## src/rtl/rf_wb_scheduler.sv

```systemverilog
// Round-robin writeback scheduler for the single register-file write port, with a
// per-register busy scoreboard for RAW stalls. Optional bypass: `define RF_WB_BYPASS_EN.
module rf_wb_scheduler #(
    parameter int NUM_SRC    = 2,
    parameter int REG_NUM    = 32,
    parameter int REG_WIDTH  = 5,
    parameter int DATA_WIDTH = 32
) (
    input  logic                            clk,
    input  logic                            reset,
    input  logic [NUM_SRC-1:0]              src_valid,
    output logic [NUM_SRC-1:0]              src_ready,
    input  logic [NUM_SRC*REG_WIDTH-1:0]    src_addr,
    input  logic [NUM_SRC*DATA_WIDTH-1:0]   src_data,
    input  logic                            iss_en,
    input  logic [REG_WIDTH-1:0]            iss_addr,
    input  logic [REG_WIDTH-1:0]            rs_addr,
    input  logic [REG_WIDTH-1:0]            rt_addr,
    output logic                            rs_busy,
    output logic                            rt_busy,
    output logic                            rs_fwd_valid,
    output logic [DATA_WIDTH-1:0]           rs_fwd_data,
    output logic                            rt_fwd_valid,
    output logic [DATA_WIDTH-1:0]           rt_fwd_data,
    output logic                            rd_en,
    output logic [REG_WIDTH-1:0]            rd_addr,
    output logic [DATA_WIDTH-1:0]           rd_data
);

    localparam int PTR_W = (NUM_SRC > 1) ? $clog2(NUM_SRC) : 1;

    logic [PTR_W-1:0]      rr_ptr;
    logic [PTR_W-1:0]      ptr_next;
    logic                  grant_vld;
    logic [PTR_W-1:0]      grant_idx;
    logic [REG_WIDTH-1:0]  grant_addr;
    logic [DATA_WIDTH-1:0] grant_data;
    logic [REG_NUM-1:0]    busy;
    logic [REG_NUM-1:0]    busy_next;
    logic                  wb_en_p1;
    logic [REG_WIDTH-1:0]  wb_addr_p1;
    logic [DATA_WIDTH-1:0] wb_data_p1;

    // Two passes give a wrapping search: sources at or above the pointer first, then the rest.
    always_comb begin
        grant_vld  = 1'b0;
        grant_idx  = '0;
        grant_addr = '0;
        grant_data = '0;
        for (int i = 0; i < NUM_SRC; i++) begin
            if (!grant_vld && src_valid[i] && (i >= int'(rr_ptr))) begin
                grant_vld  = 1'b1;
                grant_idx  = PTR_W'(i);
                grant_addr = src_addr[i*REG_WIDTH +: REG_WIDTH];
                grant_data = src_data[i*DATA_WIDTH +: DATA_WIDTH];
            end
        end
        for (int i = 0; i < NUM_SRC; i++) begin
            if (!grant_vld && src_valid[i]) begin
                grant_vld  = 1'b1;
                grant_idx  = PTR_W'(i);
                grant_addr = src_addr[i*REG_WIDTH +: REG_WIDTH];
                grant_data = src_data[i*DATA_WIDTH +: DATA_WIDTH];
            end
        end
    end

    always_comb begin
        src_ready = '0;
        for (int i = 0; i < NUM_SRC; i++) begin
            src_ready[i] = grant_vld && !reset && (grant_idx == PTR_W'(i));
        end
    end

    always_comb begin
        ptr_next = grant_idx + 1'b1;
        if (grant_idx == PTR_W'(NUM_SRC - 1)) begin
            ptr_next = '0;
        end
    end

    // Clear from the write in flight, then set from issue so a same-edge set wins.
    always_comb begin
        busy_next = busy;
        if (wb_en_p1) begin
            busy_next[wb_addr_p1] = 1'b0;
        end
        if (iss_en) begin
            busy_next[iss_addr] = 1'b1;
        end
        busy_next[0] = 1'b0;
    end

    // Stage p1: registered register-file write port
    always_ff @(posedge clk) begin
        if (reset) begin
            rr_ptr     <= '0;
            busy       <= '0;
            wb_en_p1   <= 1'b0;
            wb_addr_p1 <= '0;
            wb_data_p1 <= '0;
        end else begin
            busy     <= busy_next;
            wb_en_p1 <= grant_vld && (grant_addr != '0);
            if (grant_vld) begin
                rr_ptr     <= ptr_next;
                wb_addr_p1 <= grant_addr;
                wb_data_p1 <= grant_data;
            end
        end
    end

    assign rd_en   = wb_en_p1;
    assign rd_addr = wb_addr_p1;
    assign rd_data = wb_data_p1;

    assign rs_busy = busy[rs_addr];
    assign rt_busy = busy[rt_addr];

`ifdef RF_WB_BYPASS_EN
    assign rs_fwd_valid = wb_en_p1 && (wb_addr_p1 == rs_addr) && (rs_addr != '0);
    assign rs_fwd_data  = wb_data_p1;
    assign rt_fwd_valid = wb_en_p1 && (wb_addr_p1 == rt_addr) && (rt_addr != '0);
    assign rt_fwd_data  = wb_data_p1;
`else
    assign rs_fwd_valid = 1'b0;
    assign rs_fwd_data  = '0;
    assign rt_fwd_valid = 1'b0;
    assign rt_fwd_data  = '0;
`endif

endmodule

```

## config.mk

```make
export PLATFORM = sky130hd
export DESIGN_NAME = rf_wb_scheduler
export DESIGN_NICKNAME = d
export VERILOG_FILES = /design/src/rtl/rf_wb_scheduler.sv
export SDC_FILE = /design/constraint.sdc
export NUM_CORES = 1
export LEC_CHECK = 0
export CAP_MARGIN = 20
export CORE_MARGIN = 1
export CORE_UTILIZATION = 60
export DETAILED_ROUTE_END_ITERATION = 8
export DONT_BUFFER_PORTS = 1
export GPL_ROUTABILITY_DRIVEN = 1
export PLACE_DENSITY_LB_ADDON = 0.12
export SYNTH_ARGS = -nofsm -noshare
export SYNTH_HDL_FRONTEND = slang
export SYNTH_SLANG_ARGS = --single-unit
export TNS_END_PERCENT = 5
```

## constraint.sdc

```tcl
create_clock -name clk -period 4.1 [get_ports clk]
set_clock_uncertainty 0.1 [all_clocks]
set_input_delay 1.025 -clock clk [delete_from_list [all_inputs] [get_ports clk]]
set_output_delay 1.025 -clock clk [all_outputs]
set_load 0.01 [all_outputs]
```

Yosys cells after proc, flatten, opt, wreduce, memory -nomap -nowiden
Cells that the tools add are included.
{"block": "classes", "add_sub_neg": 1, "order_cmp": 7, "muxes": 26, "n_bitwise": 4, "reduce_logical": 15}
{"operator": "$mux 32", "n": 6}
{"operator": "$and 32x32->32", "n": 1}
{"operator": "$not 32->32", "n": 1}
{"operator": "$or 32x32->32", "n": 1}
{"operator": "$lt 5x6->1 const B", "n": 4}
{"operator": "$mux 5", "n": 4}
{"operator": "$mux 1", "n": 12}
{"operator": "$bmux 1 s5", "n": 2}
{"operator": "$demux 1 s5", "n": 2}
{"operator": "$ge 5x1->1 const B", "n": 2}
{"operator": "$logic_and 1x1->1", "n": 10}
{"operator": "$reduce_bool 5->1", "n": 1}
{"operator": "$logic_not 1->1", "n": 4}
{"operator": "$add 1x1->1 const B", "n": 1}
{"operator": "$ge 1x1->1 const A", "n": 1}
{"operator": "$not 1->1", "n": 1}
{"block": "totals", "regBits": 71, "inputBits": 94}

Depth between registers and ports, before layout
{"block": "depth", "word_depth": 14, "mapped_depth": 6, "mapped_depth_nobuf": 4}

Worst setup path before layout
Ideal clock, no wire load.
{"block": "synth_path", "kind": "input to output", "startpoint": "in rs_addr[0]", "endpoint": "out rs_busy", "arrival_time_ns": 2.074, "t_required_ns": 2.975, "path_slack_ns": 0.901, "stages": 5, "path_cell_list": "buf_2 > mux4_2 > nand2b_1 > o211ai_1 > nand4_1"}
{"block": "synth_via", "elab_chain_len": 2}
{"item": "from (decl)", "line": "17", "source": "input logic [REG_WIDTH-1:0] rs_addr,"}
{"item": "$bmux 1 s5", "line": "117", "source": "assign rs_busy = busy[rs_addr];"}
{"item": "$mux 1 (implied by the code)", "line": "117"}
{"item": "to (decl)", "line": "19", "source": "output logic rs_busy,"}
Every way passes these cells. The select of a mux whose other input is x is not followed.

Final worst setup path
Same ends and word-level chain as after synthesis.

==> results.toml <==
[floorplan]
fp-row-count = 29
core_sq_um = 6460
die_w_um = 84.4
chipHeight_um = 84.4
die_area_sq_um = 7120
initial_core_util = 0.630
io_pins = 202

[timing]
finalHoldViolCount = 0
slew_viol_final = 0
setup_tns_ps = 0
setup_viol = 0
fmax_mhz = 328
worst_pin_slew_ps = 969
fin_ws_ps = 1050
fin_crit_sh = 0.745
fin_crit_ps = 3050
rsz0062_at_grt = "false"
relSlewSlack = 0.353
hold_ws_ps = 392

[run_status]
violations = "DRC"
status = "finished with violations"

[clock_tree]
cts_tree = "yes"
htreeDepth = 3
cts_max_path_buffers = 2
cts_made_buffers = 9
cts_hold_buffers = 0
ctsResizeCount = 0
clockRootBuffer = "clkbuf_8"
cts_setup_buffers = 0
insertion_delay_ps = 340
clk_pin_slew_ps = 70
cts_num_sinks = 70

[placement]
place_hpwl_mm = 7.16
place_congestion = 0.840
placed_cell_area_sq_um = 3770
post-place-cells = 565
place_ws_ps = 1050
io_buffers = 0

[yosys]
ys_types = 40
synth-main-ff-cell = "dfxtp_1"
synth_area_per_cell_sq_um = 7.84
synth.top_cell.area_share = 0.344
synth_top_area_cell = "dfxtp_1"
synth.cell_area_sq_um = 4070
syn_inst = 519
synthArstFlopShare = 0
yosys-top-cells-area = "dfxtp_1, buf_4, nor2_1, mux2i_1, nor4_1"
synth.yosys.warnings = 0
synth_edf_count = 0
synthTopCellsByCount = "nor2_1, buf_4, dfxtp_1"
yosys_register_bits = 70
ys_seq_area_frac = 0.344
yosysMostFrequentCell = "nor2_1"

[route]
wire_per_inst_um = 16.9
finalWirelength_mm = 9.85
drt_iter0_markers = 307
vias = 3449
avgViaCountPerCell = 5.93
drc = 17
drtAntennaViolNets = 0
firstDrtPassIters = 7

[finish]
final_cells = 582
finalInstanceArea_sq_um = 4040
nNetsFinal = 594
syn2layout_area_growth_pct = -0.799
drive_above_1_share = 0.0594
num_antenna_cells = 0

[critical_path]
cp.required_ps = 2970
crit_fanout = 7
reg2reg_depth = 5
crit_type = "in2out"
startpoint = "rs_addr[0]"
cp-end-kind = "output pin"
rr_startpoint = "rr_ptr"
crit_arrival_ps = 1930
critPathLaunchType = "primary input"

[power_and_ir_drop]
peakVddDrop_v = 0.000358
p_leak_nw = 1.59
pwr_density_cell_nw_per_um2 = 394

[global_route]
grt_pass1_vias = 3116
gr-total-overflow = 0
grt_max_degree = 73
grt_pass1_wl_mm = 15.3
grt_usage = 0.270
antenna_found_initial = 0

[run]
max_cap_viol_count = 0

[worst_hold_path]
hold_path_depth = 2
worstHoldStart = "busy[18]"
hp-class = "reg2reg"
==> cell families (layout without fill, tap and decap cells) <==
logic type / Yosys count / count (layout) / synth area share
other: 1 / 66 / 0.000921
buffers and inverters: 101 / 22 / 0.164
DFF: 70 / 70 / 0.344
AOI/OAI and AO/OA: 92 / 92 / 0.129
muxes: 26 / 26 / 0.0824
and+or+nand+nor: 229 / 229 / 0.279
==> sequential cells by signal, indices dropped and copies added (netlist names) <==
signal   flops
rd_data     32
busy        31
rd_addr      5
rd_en        1
rr_ptr       1
==> metal layers <==
metal  part of all wire  track usage  vias up
li1                   -            -     1641
met1               0.40        0.332     1607
met5                  0            0        -
met2               0.49        0.450      179
met3              0.086       0.0659       22
met4              0.024        0.122        0
==> power breakdown <==
group	switching [mW]	leakage, nW	internal (mW)
combinational	0.104	0.895	0.0649
clock	0.263	0.119	0.395
sequential	0.0505	0.576	0.717
==> worst paths after layout <==
path                                   end  slack, ps
worst max-delay path               rs_busy       1050
worst min-delay path              busy[18]        390
worst max register to register  rd_addr[1]       2410
worst min register to register    busy[18]        390
==> metrics by stage <==
stage	total power, mW	utilization
4_1_cts	1.59	0.621
6_report	1.59	0.625
3_5_place_dp	0.948	0.584
3_3_place_gp	0.942	0.584
5_1_grt	1.65	0.625
2_1_floorplan	0.984	-
==> cells in the final DEF, fill, tap and decap left out, drive strengths merged, types with 3 or more instances in the layout <==
cell	count
a211oi	5
a21oi	39
a22oi	4
and3b	3
buf	3
clkbuf	12
conb	66
dfxtp	70
inv	4
mux2i	20
mux4	6
nand2	39
nand2b	4
nand3	10
nand3b	5
nor2	93
nor2b	7
nor3	4
nor3b	22
nor4	32
o21ai	34
o22ai	3
==> layout make-up <==
class,count,area (sq um)
timing repair buffer,3,42.5
inverter,3,11.3
clock inverter,4,76.3
clock buffer,12,165
multi-input combinational,413,2250
tap,77,96.3
sequential,70,1400
fill,589,2420
==> worst max-delay path: stages <==
cell      delay, ps
mux4_2          450
nand2b_1        160
o211ai_1        100
nand4_1         190
No activity file was read; power rests on OpenSTA's default activity.
